<file path="src/rtl/blue_anim_ctrl.sv">
// Blue sprite animation sequencer: per-frame mode/facing/frame selection and
// per-pixel sprite ROM addressing with horizontal mirroring.
module blue_anim_ctrl #(
  parameter int SPR_W           = 47,
  parameter int SPR_H           = 41,
  parameter int ADDR_W          = 11,
  parameter int FRAMES_PER_STEP = 8,
  parameter int CNT_W           = 4
) (
  input  logic              clk,
  input  logic              rst,
  input  logic              frame_sync,
  input  logic [2:0]        blue_state,
  input  logic              pix_valid,
  input  logic [5:0]        pix_x,
  input  logic [5:0]        pix_y,
  output logic [ADDR_W-1:0] rom_addr,
  output logic [1:0]        anim_sel,
  output logic [1:0]        frame_idx,
  output logic              facing_left,
  output logic              pix_sel_valid
);

  typedef enum logic [1:0] {
    S_STATIC = 2'd0,
    S_WALK   = 2'd1,
    S_JUMP   = 2'd2
  } state_t;

  localparam logic [5:0]        SPR_W_6  = 6'(SPR_W);
  localparam logic [5:0]        SPR_H_6  = 6'(SPR_H);
  localparam logic [ADDR_W-1:0] SPR_W_A  = ADDR_W'(SPR_W);
  localparam logic [CNT_W-1:0]  STEP_MAX = CNT_W'(FRAMES_PER_STEP - 1);

  state_t            state, next_state, req_state;
  logic [1:0]        next_frame;
  logic [CNT_W-1:0]  step_cnt, next_cnt;
  logic              next_facing;
  logic              in_range;
  logic              v1;
  logic [ADDR_W-1:0] col;
  logic [ADDR_W-1:0] addr_calc;

  always_ff @(posedge clk) begin
    if (rst) begin
      state       <= S_STATIC;
      frame_idx   <= 2'd0;
      step_cnt    <= '0;
      facing_left <= 1'b0;
    end else begin
      state       <= next_state;
      frame_idx   <= next_frame;
      step_cnt    <= next_cnt;
      facing_left <= next_facing;
    end
  end

  // Mode code 11 is treated as static; everything updates only on frame_sync.
  always_comb begin
    next_state  = state;
    next_frame  = frame_idx;
    next_cnt    = step_cnt;
    next_facing = facing_left;
    case (blue_state[1:0])
      2'b01:   req_state = S_WALK;
      2'b10:   req_state = S_JUMP;
      default: req_state = S_STATIC;
    endcase
    if (frame_sync) begin
      next_state  = req_state;
      next_facing = blue_state[2];
      if (req_state != state || state == S_JUMP) begin
        next_frame = 2'd0;
        next_cnt   = '0;
      end else if (step_cnt == STEP_MAX) begin
        next_cnt   = '0;
        next_frame = frame_idx + 2'd1;
      end else begin
        next_cnt = step_cnt + 1'b1;
      end
    end
  end

  assign anim_sel = state;

  // Uses the registered facing_left, so a pixel coinciding with frame_sync
  // still sees the old direction.
  assign in_range  = pix_valid && (pix_x < SPR_W_6) && (pix_y < SPR_H_6);
  assign col       = facing_left ? (SPR_W_A - 1'b1 - ADDR_W'(pix_x)) : ADDR_W'(pix_x);
  assign addr_calc = ADDR_W'(pix_y) * SPR_W_A + col;

  always_ff @(posedge clk) begin
    if (rst) begin
      rom_addr      <= '0;
      v1            <= 1'b0;
      pix_sel_valid <= 1'b0;
    end else begin
      rom_addr      <= in_range ? addr_calc : '0;
      v1            <= in_range;
      pix_sel_valid <= v1;
    end
  end

endmodule

</file>
<file path="config.mk">
export PLATFORM = sky130hd
export DESIGN_NAME = blue_anim_ctrl
export DESIGN_NICKNAME = d
export VERILOG_FILES = /design/src/rtl/blue_anim_ctrl.sv
export SDC_FILE = /design/constraint.sdc
export NUM_CORES = 1
export LEC_CHECK = 0
export ABC_CLOCK_PERIOD_IN_PS = 6100
export CORE_UTILIZATION = 50
export CTS_BUF_LIST = sky130_fd_sc_hd__clkbuf_2 sky130_fd_sc_hd__clkbuf_4 sky130_fd_sc_hd__clkbuf_8
export DETAILED_ROUTE_END_ITERATION = 12
export PLACE_DENSITY = 0.81
export SLEW_MARGIN = 20
export SYNTH_ARGS = -nofsm -noshare
export SYNTH_HDL_FRONTEND = slang
export SYNTH_SLANG_ARGS = --single-unit
</file>
<file path="constraint.sdc">
create_clock -name clk -period 6.1 [get_ports clk]
set_input_delay 1.22 -clock clk [delete_from_list [all_inputs] [get_ports clk]]
set_output_delay 1.22 -clock clk [all_outputs]
set_load 0.02 [all_outputs]
</file>
==> impl_results.md <==
* CP max-delay cell: clkdlybuf4s50_1
* Setup crit start kind: input port
* Actual slew at the worst max-slew pin at roughly 490 ps
* Slew Limit Fails at 0
* Post-synthesis area per instance at roughly 9.4 µm²
* Initial DRC count at 36
* LEAKAGE at between 1 and 1.5 nW
* Worst path most repeated cell: inv_1
* Total gr overflow at 0
* Worst hold slack at around 440 ps
* Peak VDD IR at around 0.11 mV
* Worst reg-to-reg setup slack at 3120 ps
* Final wirelength at between 3 and 4 mm
* Hpwl dp at around 3 mm
* Post-synthesis sequential area ratio at around a fifth
* DR pass1 iterations at 4
* Post-Syn Area at 0.00208 mm²
* Outcome: completed
* Crit path DAT at approximately 5400 ps
* RSZ-0062 raised after global routing: no
* Synth top area cells: dfxtp_1, ha_1, fa_1, inv_1, xnor2_1
* Synth Net Count at just under 300
* Routed vias/inst at approximately 5.1
* Io pins at 36
* Count of cell types in the netlist at 40
* CTS Root Cell: clkbuf_8
* Hold bufs inserted after CTS at 0
* Hold Violations, Final at 0
* TNS Setup at 0 ps
* P&R area growth vs syn at 21.9%
* Share of the synthesized area in the top cell type at a little over a fifth
* Die Height at roughly 66 µm
* Post-synth top area cell: dfxtp_1
* FMAX at between 0.15 and 0.2 GHz
* TritonCTS clock tree: done
* CTS Sinks at 22
* Post-CTS setup buffers at 0
* Setup crit end kind: register
* H-tree Lvls at 1
* Critical path, cell by cell: clkdlybuf4s50_1 > inv_1 > fa_1 > inv_1 > ha_1 > fa_1 > inv_1 > fa_1 > inv_1 > ha_1 > and2_4 > a221oi_2 > a211oi_1 > or3_1 > a21oi_1
* Post-Place Cells at 304
* Crit-path max FO at 6
* Initial Util at roughly half
* Final min period at 5200 ps
* Die width at between 60 and 70 µm
* Worst path bufs/invs at 5
* Max-Cap Viols at 0
* Crit Path Class: in2reg
* Mapped Cells at between 200 and 250
* Hold Crit Class: reg2reg
* IO buf count at 35
* Core Box Area at 0.00400 mm²
* Period Utilization, post-route at 85.3%
* Skew-Pair Late Insertion Delay at 260 ps
* Cell Count, Final, Fillers Out at 308
* CTS clk-pin slew, worst paths at ~70 ps
* First-pass GRT wire length at slightly above 6 mm
* Final ANT Viol Nets at 0
* Critical Path RT at between 6000 and 7000 ps
* RD Place Congestion at just over 0.8
* Drt drc at 0
* Share of cells above drive strength 1 at around 3.5%
* Initial antenna violation count at 0
* Cts repair resizes at 0
* Largest net degree at the start of global routing at 16
* Power Density at roughly 280 mW/mm²
* WL/cell at 11.6 µm
* # diodes at 0
* Synthesized flop and latch total at 22
* Die ar. at 0.00441 mm²
* Vias at 1572
* Cell Rows at 23
* Fill cell total of the finished layout at between 300 and 400
* YS warnings at 0
* # nets final at between 300 and 400
* Total GRT Usage at between 15 and 20%
* Worst rel slew slack at 67.3%
* CTS buffer count at 3
* Clock Skew at ~3.2 ps
* Vias in the first global route at between 1000 and 1500
* Worst path top cell family by delay: adder cells
* Longest Clk Path Bufs at 2
* Endpoints failing setup at 0
* CP max stage delay at around 620 ps
through the flow:
stage | cell area (µm²) | setup WS, ps | total power [W] | util, %
finish | 2530 | 896 | 0.000704 | 63.3
global route | 2530 | 664 | 0.000774 | 63.3
CTS | 2530 | 864 | 0.000709 | 63.3
detailed placement | 2480 | 592 | 0.000605 | 61.9
global placement | 2480 | 710 | 0.000591 | 61.9
floorplan | 2080 | 1460 | 0.000503 | -
flip-flops by register name (all words and copies together), names as in the netlist:
signal / cells
anim_sel: 2
facing_left: 1
frame_idx: 2
pix_sel_valid: 1
rom_addr: 11
step_cnt: 4
v1: 1
cell families after synthesis:
| group | count (synthesis) | synth area share [%] |
|---|---|---|
| xor gates and xnor gates | 14 | 5.91 |
| and+or+nand+nor | 56 | 14.7 |
| adders and majority gates | 52 | 37.9 |
| buffers and inverters | 41 | 7.47 |
| DFF | 22 | 21.2 |
| muxes | 4 | 2.17 |
| AOI/OAI and AO/OA | 33 | 10.7 |
per-layer routing:
layer	global-route usage, %	wire length (µm)	part of all wire (%)
met5	0	0	0
met4	6.38	59	1.6
met3	1.55	74	2.1
met2	34.2	1800	50
met1	21.4	1640	46
placed cells by master, fill, tap and decap left out, types with 5 or more instances in the layout:
cell	count
inv_1	38
a21oi_1	12
dfxtp_1	22
nor2_1	14
fa_1	18
clkdlybuf4s50_1	35
ha_1	34
xnor2_1	11
nand2_1	9
o21ai_0	5
worst paths after layout:
path / from / endpoint / cells past startpoint
min reg2reg: v1$_SDFF_PP0_ / pix_sel_valid$_SDFF_PP0_ / 1
max: pix_y[3] / rom_addr[10]$_SDFF_PP0_ / 15
max reg2reg: facing_left$_SDFFE_PP0P_ / rom_addr[10]$_SDFF_PP0_ / 10
min: v1$_SDFF_PP0_ / pix_sel_valid$_SDFF_PP0_ / 1
power breakdown:
part,total (W),switching (W),leakage (nW),internal [W]
registers,0.000162,0.00000516,0.179,0.000157
logic,0.000438,0.000236,0.967,0.000203
clock network,0.000104,0.0000460,0.0288,0.0000575
total,0.000704,0.000287,1.17,0.000417
area by class of cell:
type,instances,area [µm²],share of cell area [%]
multi-input cells,159,1480,58.5
flip-flops and latches,22,440,17.4
repair buffers,35,350,13.8
inverters,38,143,5.64
well taps,50,62.6,2.47
clock buffers,4,55.1,2.17
synth_stat cells, drive strengths merged:
library cell,count
xor2,3
mux2i,3
o21bai,1
a31oi,2
and2,5
buf,1
xnor2,11
inv,38
a21o,3
nand4b,2
ha,34
and3b,2
nand2,9
nor2,14
o32ai,1
a221oi,2
nand2b,4
o21a,1
mux2,1
nand3,4
clkbuf,2
nor2b,4
dfxtp,22
a21oi,12
a21boi,1
nand3b,2
a211oi,1
fa,18
nor3,3
and3,1
o31ai,2
or3,2
a2111oi,2
nand4,4
o21ai,5
worst reg2reg max path, stage by stage, from the launching register on:
cell and delay, ps:
dfxtp_1 510, nand3b_1 130, xor2_1 180, fa_1 480, inv_1 40, ha_1 390
and2_4 210, a221oi_2 340, a211oi_1 130, or3_1 350, a21oi_1 140
No activity file was read; power rests on OpenSTA's default activity.
